$ cat src/rtl/shared_timer_arbiter.sv
// shared_timer_arbiter: round-robin sharing of one down-counting delay timer among NREQ requesters.
//   clk        system clock; all state changes on the rising edge
//   rst        asynchronous active-high reset
//   req        per-requester level request, held until done or abandoned
//   req_len    per-requester delay length, slice i = [i*WIDTH +: WIDTH]
//   hold       (only with SHARED_TIMER_HOLD_EN) freezes the countdown while high
//   gnt        registered one-hot grant
//   done       registered one-cycle completion pulse to the granted requester
//   busy       high whenever the arbiter is not idle
//   active_id  index of the granted requester
//   count      current counter value
// Optional feature macro: SHARED_TIMER_HOLD_EN
module shared_timer_arbiter #(
   parameter int WIDTH = 8,
   parameter int NREQ = 4,
   localparam int IDW = $clog2(NREQ)
) (
   input  logic                  clk,
   input  logic                  rst,
   input  logic [NREQ-1:0]       req,
   input  logic [NREQ*WIDTH-1:0] req_len,
`ifdef SHARED_TIMER_HOLD_EN
   input  logic                  hold,
`endif
   output logic [NREQ-1:0]       gnt,
   output logic [NREQ-1:0]       done,
   output logic                  busy,
   output logic [IDW-1:0]        active_id,
   output logic [WIDTH-1:0]      count
);
   localparam logic [1:0] IDLE = 2'd0, LOAD = 2'd1, COUNT = 2'd2, DONE = 2'd3;
   logic [1:0] state;
   logic [IDW-1:0] ptr, win;
   logic frz;
`ifdef SHARED_TIMER_HOLD_EN
   assign frz = hold;
`else
   assign frz = 1'b0;
`endif
   assign busy = state != IDLE;
   // Scan from the farthest candidate to the nearest so the last hit is the
   // first set bit after the pointer, giving round-robin priority.
   always_comb begin
      win = '0;
      for (int k = NREQ; k >= 1; k--)
         if (req[(int'(ptr) + k) % NREQ]) win = IDW'((int'(ptr) + k) % NREQ);
   end
   always_ff @(posedge clk or posedge rst) begin
      if (rst) begin
         state <= IDLE;
         gnt <= '0;
         done <= '0;
         active_id <= '0;
         count <= '0;
         ptr <= IDW'(NREQ - 1);
      end else begin
         done <= '0;
         case (state)
            IDLE: if (|req) begin
               gnt <= NREQ'(1) << win;
               active_id <= win;
               ptr <= win;
               state <= LOAD;
            end
            LOAD: if (!req[active_id]) begin
               gnt <= '0;
               state <= IDLE;
            end else begin
               count <= req_len[active_id*WIDTH +: WIDTH];
               state <= COUNT;
            end
            // Abort wins over completion; an abandoned request never sees done.
            COUNT: if (!req[active_id]) begin
               gnt <= '0;
               state <= IDLE;
            end else if (!frz) begin
               if (count == '0) begin
                  done <= gnt;
                  state <= DONE;
               end else count <= count - 1'b1;
            end
            DONE: begin
               gnt <= '0;
               state <= IDLE;
            end
         endcase
      end
   end
endmodule

$ cat config.mk
export PLATFORM = sky130hd
export DESIGN_NAME = shared_timer_arbiter
export DESIGN_NICKNAME = d
export VERILOG_FILES = /design/src/rtl/shared_timer_arbiter.sv
export SDC_FILE = /design/constraint.sdc
export NUM_CORES = 1
export LEC_CHECK = 0
export CAP_MARGIN = 40
export CORE_ASPECT_RATIO = 1.1
export CORE_UTILIZATION = 45
export CTS_BUF_LIST = sky130_fd_sc_hd__clkbuf_2 sky130_fd_sc_hd__clkbuf_4 sky130_fd_sc_hd__clkbuf_8
export CTS_CLUSTER_DIAMETER = 200
export DETAILED_ROUTE_END_ITERATION = 7
export GPL_ROUTABILITY_DRIVEN = 0
export PLACE_DENSITY = 0.8
export SLEW_MARGIN = 5
export SYNTH_ARGS = -nofsm -noshare
export SYNTH_HDL_FRONTEND = slang
export SYNTH_SLANG_ARGS = --single-unit
export TNS_END_PERCENT = 100
$ cat constraint.sdc
create_clock -name clk -period 6 [get_ports clk]
set_clock_uncertainty 0.05 [all_clocks]
set_input_delay 1.2 -clock clk [delete_from_list [all_inputs] [get_ports clk]]
set_output_delay 1.2 -clock clk [all_outputs]
set_load 0.02 [all_outputs]
# After elaboration in Yosys (flattened, before gate mapping)
# Index checks and enable logic that the tools add are counted.
[totals]
regBits = 22
in_bits = 38
out_inout_bits = 19
elab_cells = 78
[op_classes]
n_addsub = 5
n_lt_le_gt_ge = 5
eq_ne = 9
n_shift = 2
muxes = 33
bitwise = 4
n_reduce_logical = 14
[ops]
columns = ["cell", "n"]
rows = [
  ["variable part select 32 x 6 -> 8 bit", 1],
  ["2-to-1 mux 8 bit", 3],
  ["2-to-1 mux 4 bit", 5],
  ["less-than comparator 3 x 4 -> 1 bit, second input constant", 4],
  ["2-to-1 mux 2 bit", 8],
  ["case mux 8 bit (2 select lines)", 1],
  ["case mux 4 bit (3 select lines)", 1],
  ["binary-select mux 1 bit (select 2 bit)", 5],
  ["!= test 2 bit, second input constant", 5],
  ["OR reduction 2 bit", 5],
  ["2-to-1 mux 1 bit", 9],
  ["zero test 8 bit", 1],
  ["case mux 2 bit (4 select lines)", 1],
  ["subtractor 8 x 1 -> 8 bit, second input constant", 1],
  ["AND reduction 2 bit", 3],
  ["adder 2 x 1 -> 2 bit, second input constant", 2],
  ["adder 2 bit, second input constant", 2],
  ["AND 1 bit, first input constant", 4],
  ["== test 2 bit, second input constant", 2],
  ["AND reduction 4 bit", 1],
  ["nonzero test 2 bit", 2],
  ["OR reduction 4 bit", 1],
  ["left shift 1 x 2 -> 4 bit, first input constant", 1],
  ["less-than comparator 2 x 3 -> 1 bit, second input constant", 1],
  ["3 further kinds", 3],
]

# Longest topological paths before layout
# Gate-level depths: netlist of the first run.
[depth]
depth_word = 13
ltp_mapped = 7
depth_no_buf = 6

# Least setup slack after synthesis of the first run
# Ideal clock, no wire load.
[synth_path]
path_kind = "in2reg"
from = "in req[3]"
to = "reg count[5]"
setup_ns = 0.124
t_arrival_ns = 2.270
setup_slack_ns = 3.556
stages = 5
cell_sequence = "mux4_2 -> o21ai_2 -> buf_6 -> nor3_1 -> a211o_1"
[synth_via]
elab_chain_cells = 4
elab_cells_between_ends = 5
[synth_lines]
columns = ["item", "line", "source"]
rows = [
  ["start: declaration", "20", "input logic [NREQ-1:0] req,"],
  ["binary-select mux 1 bit (select 2 bit) *", "65, 73", ""],
  ["2-to-1 mux 1 bit (not written as such) *", "65, 73", ""],
  ["!= test 2 bit (no line)", "n/a", ""],
  ["AND reduction 4 bit (no line) *", "n/a", ""],
  ["end signal: assignment", "69", "count <= req_len[active_id*WIDTH +: WIDTH];"],
  ["end signal: assignment", "80", "end else count <= count - 1'b1;"],
  ["end: declaration", "29", "output logic [WIDTH-1:0] count"],
]
# Mark *: on every way between the ends. The rest lies on a longest branch, timed or not. The select of a mux whose other input is x is not followed.
# A chain may end at the register's enable or synchronous reset.

# Final worst setup path of the first run
[layout_path]
from = "reg state[1]"
to = "out busy"
[layout_via]
elab_chain_cells = 1
[layout_lines]
columns = ["item", "line", "source"]
rows = [
  ["start: declaration", "32", "logic [1:0] state;"],
  ["start signal: assignment", "50", "state <= IDLE;"],
  ["start signal: assignment", "63", "state <= LOAD;"],
  ["start signal: assignment", "67", "state <= IDLE;"],
  ["nonzero test 2 bit", "40", "assign busy = state != IDLE;"],
  ["end: declaration", "27", "output logic busy,"],
]
# Every way passes these cells.

==> key figures, run 1 <==
Worst setup path
  – Startpoint Class: flop
  – Critical path capture point type: output pin
  – WP data required: 4.75 ns
  – Worst Reg-to-Reg Cells: 6
  – CP arrival: 1.73 ns
  – Kind of critical path: flop to output pin
  – Crit-path max FO: 3

Clock network
  – Hold_buf cts: 0
  – Clk_lat worst skew: approximately 0.3 ns
  – CTS tree: yes
  – CTS root buffer: clkbuf_4
  – H-tree Lvls: 1
  – Clock Pin Slew Worst Setup and Hold Paths: ~0.12 ns
  – Post CTS Setup Buffer Count: 0
  – CTS Buf Count: 3
  – CTS max path bufs: 2
  – Post-cts sizing count: 0
  – Sink Count: 22

Detailed routing
  – DRC: 0
  – Routed WL per cell: 15.9 µm
  – Vias: roughly 1300
  – Final WL: ~3500 µm
  – Post-route antenna net violation count: 0
  – DRT Pass-1 Iters: 4
  – Initial drt markers: 32
  – Via density: about 6

Power
  – Power Density: between 400 and 500 nW/µm²
  – Total power draw: 0.951 mW
  – Leak Pwr: approximately 0.84 nW
  – Peak VDD IR: 0.325 mV

STA
  – Slew HR: 0.447
  – Setup violations, final: 0
  – Final worst-path setup slack: 3.02 ns
  – Unrepaired setup endpoints after global routing: false
  – Endpoints failing hold: 0
  – Slew @ Worst Pin: 0.829 ns
  – Setup_tns: 0 ns
  – Final period util: 0.496
  – Max Slew Vio Count: 0
  – Max frequency: 336 MHz
  – Minimum clock period: between 2 and 3 ns

Place
  – Post-DP Area: 2030 µm²
  – Dpl ws: 2.87 ns
  – Dpl hpwl: 2800 µm
  – Placed cell count: ~220
  – Port bufs: 56

Synthesis
  – Ys Warns: 0
  – #FFs+latches synth: 22
  – Synth unique cells: 52
  – Post-synth EDFFs: 0
  – Ys async rst share: 1.00
  – Cell taking the most area after synthesis: dfrtp_1
  – Most frequently used flop master after synthesis: dfrtp_1
  – Post-Syn Instances: 130
  – Syn nets: 172
  – Cell Area, Synth: approximately 1500 µm²
  – Largest cells by area after synthesis: dfrtp_1, mux4_2, dfstp_2
  – Synth top area share: 0.342
  – Sequential-to-total area share from yosys stat: 0.377
  – Post-Syn Area per Cell: 11.3 µm²

GRT
  – Met2 usage: 0.357
  – Gr usage total: 0.202
  – Number of global-route vias before repair: between 1000 and 1500
  – Global-route wire length before repair: 5430 µm
  – Gr busiest metal: met2
  – Largest net degree at the start of global routing: 23
  – M3 GR Usage: 0.0352
  – Met1 Resource Use GR: 0.257
  – Initial antenna violation count: 0
  – Total global routing overflow: 0

Final layout
  – Final Non-Filler Cells: between 200 and 250
  – Layout area overhead: 40.1%
  – Design area: around 2100 µm²
  – Layout cells sized above 1: 0.136
  – Area of the multi-input gates: ~840 µm²
  – FILL cells: 227
  – Nets: 228
  – # diodes: 0
  – Storage element area: 553 µm²

Die
  – Starting Density: 0.477
  – Die width: 56.4 µm
  – Die area: 3490 µm²
  – IO Count: 57
  – Core ar.: 3070 µm²
  – Die Y: 61.8 µm
  – FP Rows: 21

Hold path
  – Hold Path Stages: 1
  – Hold Crit Class: flop to flop

Status
  – Outcome: complete, no violations

Flow run
  – Max-cap violation count: 0
## state kept, by name (all words and copies together) (netlist names)
name and count:
count 8, active_id 2, done 4, state 2
gnt 4, ptr 2
## logic make-up after synthesis
kind of cell             count (synthesis)  share of synthesized area
multiplexers                            14                      0.178
buffers and inverters                   13                     0.0470
flip-flops                              22                      0.377
AND/OR/NAND/NOR                         40                      0.171
AO/OA/AOI/OAI                           37                      0.193
adder cells (fa/ha/maj)                  4                     0.0342
## cells in the final DEF, fill, tap and decap left out, types with 3 or more instances in the layout
master | Yosys | layout
a21oi_1 | 3 | 3
a2bb2oi_1 | 3 | 3
a32o_1 | 4 | 4
and3_1 | 4 | 4
clkbuf_4 | 0 | 3
clkdlybuf4s50_1 | 0 | 56
dfrtp_1 | 20 | 20
ha_1 | 4 | 4
inv_1 | 7 | 7
mux4_2 | 9 | 9
nand2_1 | 7 | 7
nand2b_1 | 4 | 4
nor2_1 | 4 | 4
nor3_1 | 4 | 4
o21ai_0 | 4 | 4
o31ai_1 | 3 | 3
or4_1 | 3 | 3
## layer usage
layer	wire length [µm]	up-vias
met5	0	-
met1	1470	651
li1	-	622
met3	143	4
met4	41	0
met2	1810	42
## per-stage QoR
stage / util / hold WS, ns
after floorplan: - / 0.441
after global placement: 0.660 / 0.455
after detailed placement: 0.660 / 0.459
after CTS: 0.667 / 0.486
after global routing: 0.667 / 0.503
final: 0.667 / 0.485
## worst max-delay path, cell delays in order, from the launching register on
cell	delay, ns
dfrtp_1	0.40
inv_1	0.07
ha_1	0.22
inv_1	0.11
clkdlybuf4s50_1	0.62
## synth_stat cells (all sizes together), types with 2 or more instances
cell type / count
a211o: 2
a211oi: 2
a21o: 2
a21oi: 3
a2bb2oi: 3
a32o: 4
and3: 4
buf: 4
dfrtp: 20
dfstp: 2
ha: 4
inv: 8
mux2: 3
mux2i: 2
mux4: 9
nand2: 7
nand2b: 4
nor2: 5
nor3: 5
nor4: 3
o211ai: 2
o21ai: 6
o22ai: 2
o31ai: 4
or2: 2
or4: 3
## path summary, 6_finish.rpt
kind                               start      endpoint  slack (ns)
worst max-delay path            state[1]          busy        3.02
worst min-delay path              gnt[1]        gnt[1]        0.48
worst max register to register  state[0]      count[1]        3.68
worst min register to register    gnt[1]        gnt[1]        0.48
max in group asynchronous            rst  active_id[0]        4.09
min in group asynchronous            rst       done[3]        1.30
## layout make-up
class / count / share of cell area
multi-input combinational: 95 / 0.411
timing repair buffer: 56 / 0.273
sequential: 22 / 0.270
tap: 34 / 0.0207
inverter: 8 / 0.0146
clock buffer: 3 / 0.0110
## power by group
| group | switching, mW | leakage (nW) | internal, mW |
|---|---|---|---|
| clock | 0.0427 | 0.0138 | 0.0234 |
| sequential | 0.0931 | 0.274 | 0.214 |
| combinational | 0.274 | 0.553 | 0.304 |
No activity file was read; power rests on OpenSTA's default activity.
==> inputs of run 2 (changes only) <==
CORE_UTILIZATION = 41   (was 45)
PLACE_DENSITY = 0.77   (was 0.8)
clock period = 2.7 ns   (was 6 ns; I/O delays follow)
==> run 2 against run 1 <==
Critical path type unchanged. Non-clock buffer count rose by 2. Count of clock-buffer cells in the layout rose by 1. Sequential power rose by 120%. Clock power rose by 150%. Critical endpoint unchanged. Sequential cell count did not move. Core utilization fell by 5.0 points. Worst setup slack got worse by 2.6 ns. Global-route usage fell by 0.29 points.
==> key figures, run 2 (same netlist as run 1, synthesis figures left out) <==
Clock network
  – Post CTS Setup Buffer Count: 0 (unchanged)
  – Clock Pin Slew Worst Setup and Hold Paths: 0.11 ns (was 0.12 ns)
  – Post-cts sizing count: 0 (unchanged)
  – CTS max path bufs: 2 (unchanged)
  – Hold_buf cts: 0 (unchanged)
  – Sink Count: 22 (unchanged)
  – H-tree Lvls: 1 (unchanged)
  – CTS tree: yes (unchanged)
  – CTS root buffer: clkbuf_4 (unchanged)
  – Clk_lat worst skew: 0.30 ns (about the same)
  – CTS Buf Count: 3 (unchanged)

GRT
  – Number of global-route vias before repair: 1310 (was 1219)
  – Initial antenna violation count: 0 (unchanged)
  – Global-route wire length before repair: 5910 µm (was 5430 µm)
  – Total global routing overflow: 0 (unchanged)
  – Largest net degree at the start of global routing: 23 (unchanged)
  – Gr usage total: 0.199 (was 0.202)

Die
  – Starting Density: 0.433 (was 0.477)
  – Core ar.: 3390 µm² (was 3070 µm²)
  – Die width: 59.0 µm (was 56.4 µm)
  – IO Count: 57 (unchanged)
  – Die area: 3820 µm² (was 3490 µm²)
  – Die Y: 64.7 µm (was 61.8 µm)
  – FP Rows: 22 (was 21)

Final layout
  – Commonest non-fill, non-tap cell in the layout: clkdlybuf4s50_1 (unchanged)
  – # diodes: 0 (unchanged)
  – Area of the multi-input gates: 843 µm² (unchanged)
  – Max reg flops: 8 (unchanged)
  – Layout cells sized above 1: 0.150 (was 0.136)
  – Layout area overhead: 42.8% (was 40.1%)
  – FILL cells: 285 (was 227)
  – Nets: 230 (was 228)
  – Reg with most FFs: count (unchanged)
  – Largest registers: count x8, done x4, gnt x4 (unchanged)
  – Commonest cells after routing, fill and taps aside: clkdlybuf4s50_1, dfrtp_1, mux4_2 (unchanged)
  – Storage element area: 553 µm² (unchanged)

STA
  – Max Slew Vio Count: 0 (unchanged)
  – Slew HR: 0.450 (was 0.447)
  – Slew @ Worst Pin: 0.824 ns (was 0.829 ns)
  – Final period util: 0.853
  – Setup violations, final: 0 (unchanged)
  – Max frequency: 434 MHz
  – Endpoints failing hold: 0 (unchanged)
  – Setup_tns: 0 ns (unchanged)
  – Unrepaired setup endpoints after global routing: false (unchanged)
  – Minimum clock period: 2.30 ns

Detailed routing
  – Post-route antenna net violation count: 0 (unchanged)
  – Initial drt markers: 54 (was 32)
  – DRT Pass-1 Iters: 4 (unchanged)
  – Routed WL per cell: 15.1 µm (was 15.9 µm)
  – Via density: 5.80 (was 6.05)
  – Vias: 1364 (was 1319)
  – Final WL: 3540 µm (was 3470 µm)
  – DRC: 0 (unchanged)

Worst setup path
  – Crit-path max FO: 3 (unchanged)
  – Worst setup startpoint: state[0] (was state[1])
  – CP max stage cell: clkdlybuf4s50_1 (unchanged)
  – FF-to-FF Start: count[0] (was state[0])
  – Critical-path cell list: inv_1, ha_1, inv_1, clkdlybuf4s50_1 (unchanged)
  – WP data required: 2.11 ns (was 4.75 ns)
  – Cell family with the largest share of critical-path delay: buffers and inverters (unchanged)
  – CP arrival: 1.71 ns (was 1.73 ns)
  – Kind of critical path: flop to output pin (unchanged)
  – CP max stage delay: 0.61 ns (was 0.62 ns)
  – CP dominant cell by count: inv_1 (unchanged)
  – Startpoint Class: flop (unchanged)
  – Crit path buffers/inverters: 3 (unchanged)
  – Critical path capture point type: output pin (unchanged)

Hold path
  – Critical hold path startpoint: gnt[2] (was gnt[1])
  – Hold Crit Class: flop to flop (unchanged)

Status
  – Outcome: complete, no violations (unchanged)

Power
  – Total power draw: 2.16 mW (was 0.951 mW)
  – Leak Pwr: 0.855 nW (was 0.840 nW)
  – Peak VDD IR: 0.552 mV (was 0.325 mV)
  – Power Density: 1030 nW/µm² (was 463 nW/µm²)

Place
  – Dpl hpwl: 2830 µm (was 2800 µm)
  – Port bufs: 56 (unchanged)

Flow run
  – Max-cap violation count: 0 (unchanged)
run 2: worst paths after layout:
kind	slack [ns]	to	cells after the start
setup / recovery	0.40	busy	4
hold / removal	0.49	gnt[2]	1
setup reg to reg	0.48	count[1]	6
hold reg to reg	0.49	gnt[2]	1
max in group asynchronous	1.46	active_id[0]	2
min in group asynchronous	0.64	done[3]	2
run 2: worst register-to-register path, cell delays in order (launching register included):
cell	delay [ns]
dfrtp_1	0.47
inv_1	0.09
ha_1	0.18
or3b_1	0.50
nor4_4	0.37
nor2_2	0.14
mux2_4	0.32
run 2: area by class of cell:
class	count	area share
multi-input combinational	95	0.403
clock buffer	4	0.0144
sequential	22	0.264
timing repair buffer	58	0.275
inverter	8	0.0144
tap	48	0.0287
run 2: power breakdown:
part           leakage (nW)  total (mW)  switching (mW)  internal, mW
logic                 0.563        1.31           0.623         0.689
clock network        0.0184       0.162          0.0943        0.0677
registers             0.274       0.684           0.208         0.477
total                 0.855        2.16           0.925          1.23
run 2: routing by layer:
layer,vias up,global-route usage,part of all wire
met2,55,0.341,0.53
met3,6,0.0359,0.058
met4,0,0.0685,0.014
met5,-,0,0
li1,624,-,-
met1,679,0.250,0.40
run 2: through the flow:
step           instances  cell area, µm²  hold slack [ns]  utilization  setup slack (ns)
2_1_floorplan        130            1470            0.441            -             0.638
3_3_place_gp         231            2060            0.451        0.609             0.327
3_5_place_dp         231            2060            0.463        0.609             0.275
4_1_cts              235            2090            0.490        0.618             0.385
5_1_grt              235            2090            0.504        0.618             0.290
6_report             235            2090            0.489        0.618             0.396
==> inputs of run 3 (changes only) <==
CORE_ASPECT_RATIO = 1.2   (was 1.1)
SKIP_LAST_GASP = 1   (was unset)
==> run 3 against run 2 <==
Combinational power hardly changed. Clock power is 88% higher. Hold slack better by 0.00054 ns. Final cell count is 5.1% lower. Largest cell class unchanged. Count of clock-buffer cells in the layout is 1 lower. First-iteration DRC count is 30% lower. Critical endpoint unchanged.
==> key figures, run 3 (same netlist as run 1, synthesis figures left out) <==
Final layout
  – Layout cells sized above 1: 0.145 (was 0.150)
  – Final Non-Filler Cells: 223 (was 235)
  – Reg with most FFs: count (unchanged)
  – Commonest cells after routing, fill and taps aside: clkdlybuf4s50_1, dfrtp_1, mux4_2 (unchanged)
  – Largest registers: count x8, done x4, gnt x4 (unchanged)
  – FILL cells: 269 (was 285)
  – Max reg flops: 8 (unchanged)
  – Layout area overhead: 44.2% (was 42.8%)
  – Nets: 229 (was 230)
  – # diodes: 0 (unchanged)
  – Commonest non-fill, non-tap cell in the layout: clkdlybuf4s50_1 (unchanged)

STA
  – Final worst-path setup slack: 0.405 ns (was 0.396 ns)
  – Endpoints failing hold: 0 (unchanged)
  – Slew @ Worst Pin: 0.803 ns (was 0.824 ns)
  – Unrepaired setup endpoints after global routing: false (unchanged)
  – Setup_tns: 0 ns (unchanged)
  – Max Slew Vio Count: 0 (unchanged)
  – Setup violations, final: 0 (unchanged)
  – Minimum clock period: 2.29 ns (was 2.30 ns)
  – Slew HR: 0.464 (was 0.450)
  – Max frequency: 436 MHz (was 434 MHz)
  – Final period util: 0.850 (was 0.853)
  – WHS: 0.489 ns (about the same)

Detailed routing
  – Initial drt markers: 38 (was 54)
  – DRT Pass-1 Iters: 4 (unchanged)
  – Post-route antenna net violation count: 0 (unchanged)
  – Via density: 5.82 (was 5.80)
  – Final WL: 3540 µm (about the same)
  – DRC: 0 (unchanged)
  – Vias: 1297 (was 1364)
  – Routed WL per cell: 15.9 µm (was 15.1 µm)

GRT
  – Initial antenna violation count: 0 (unchanged)
  – Total global routing overflow: 0 (unchanged)
  – Gr usage total: 0.199 (about the same)
  – Global-route wire length before repair: 5850 µm (was 5910 µm)
  – Number of global-route vias before repair: 1288 (was 1310)
  – Largest net degree at the start of global routing: 23 (unchanged)

Die
  – Starting Density: 0.435 (was 0.433)
  – Die Y: 67.5 µm (was 64.7 µm)
  – Die width: 56.6 µm (was 59.0 µm)
  – Die area: 3820 µm² (about the same)
  – FP Rows: 23 (was 22)
  – IO Count: 57 (unchanged)
  – Core ar.: 3370 µm² (was 3390 µm²)

Clock network
  – Clk_lat worst skew: 0.26 ns (was 0.30 ns)
  – Clock Pin Slew Worst Setup and Hold Paths: 0.08 ns (was 0.11 ns)
  – CTS max path bufs: 2 (unchanged)
  – Post CTS Setup Buffer Count: 0 (unchanged)
  – H-tree Lvls: 1 (unchanged)
  – CTS root buffer: clkbuf_8 (was clkbuf_4)
  – Sink Count: 22 (unchanged)
  – CTS tree: yes (unchanged)
  – Post-cts sizing count: 0 (unchanged)
  – Hold_buf cts: 0 (unchanged)
  – CTS Buf Count: 3 (unchanged)

Status
  – Outcome: complete, no violations (unchanged)

Worst setup path
  – WP data required: 2.11 ns (about the same)
  – Kind of critical path: flop to output pin (unchanged)
  – Critical path capture point type: output pin (unchanged)
  – CP arrival: 1.70 ns (was 1.71 ns)
  – Crit-path max FO: 3 (unchanged)
  – Startpoint Class: flop (unchanged)
  – Worst Reg-to-Reg Cells: 6 (unchanged)

Hold path
  – Hold Crit Class: flop to flop (unchanged)
  – Hold Path Stages: 1 (unchanged)

Power
  – Leak Pwr: 0.868 nW (was 0.855 nW)
  – Peak VDD IR: 0.733 mV (was 0.552 mV)
  – Power Density: 1090 nW/µm² (was 1030 nW/µm²)
  – Total power draw: 2.29 mW (was 2.16 mW)

Place
  – Dpl ws: 0.245 ns (was 0.275 ns)
  – Dpl hpwl: 2920 µm (was 2830 µm)
  – Port bufs: 56 (unchanged)
  – Placed cell count: 219 (was 231)

Flow run
  – Max-cap violation count: 0 (unchanged)
-- run 3: cell count changes in the layout (fill, tap and decap cells not counted), sizes merged --
| cell | change |
|---|---|
| buf | -1 |
| bufinv | +1 |
| clkbuf | -1 |
-- run 3: cell type report --
cell class	count	area (µm²)	area share
multi-input combinational	95	843	0.399
timing repair buffer	57	568	0.269
sequential	22	553	0.262
tap	37	46.3	0.0219
clock buffer	3	41.3	0.0195
clock inverter	1	30.0	0.0142
inverter	8	30.0	0.0142
-- run 3: per-stage QoR --
| stage | area, µm² | utilization |
|---|---|---|
| 6_report | 2110 | 0.627 |
| 3_5_place_dp | 2040 | 0.606 |
| 3_3_place_gp | 2040 | 0.606 |
| 4_1_cts | 2110 | 0.627 |
| 5_1_grt | 2110 | 0.627 |
| 2_1_floorplan | 1470 | - |
-- run 3: where the power goes --
group | internal, mW | total [mW] | switching [mW]
clock network | 0.198 | 0.304 | 0.106
registers | 0.477 | 0.692 | 0.215
logic | 0.681 | 1.30 | 0.616
-- run 3: worst max-delay path, cell delays in order (launching register included) --
cell	delay, ns
dfrtp_1	0.37
inv_1	0.08
ha_1	0.25
inv_1	0.11
clkdlybuf4s50_1	0.62
-- run 3: path summary, 6_finish.rpt --
| kind | end | start | slack (ns) |
|---|---|---|---|
| min reg2reg | gnt[2] | gnt[2] | 0.49 |
| max reg2reg | count[1] | count[0] | 0.51 |
| max in group asynchronous | done[3] | rst | 1.42 |
| min in group asynchronous | count[0] | rst | 0.67 |
| max | busy | state[0] | 0.41 |
| min | gnt[2] | gnt[2] | 0.49 |
-- run 3: routing by layer --
metal	up-vias	wire length (µm)	track usage
li1	622	-	-
met1	637	1440	0.231
met2	34	1960	0.371
met3	4	99	0.0307
met4	0	39	0.0732
met5	-	0	0
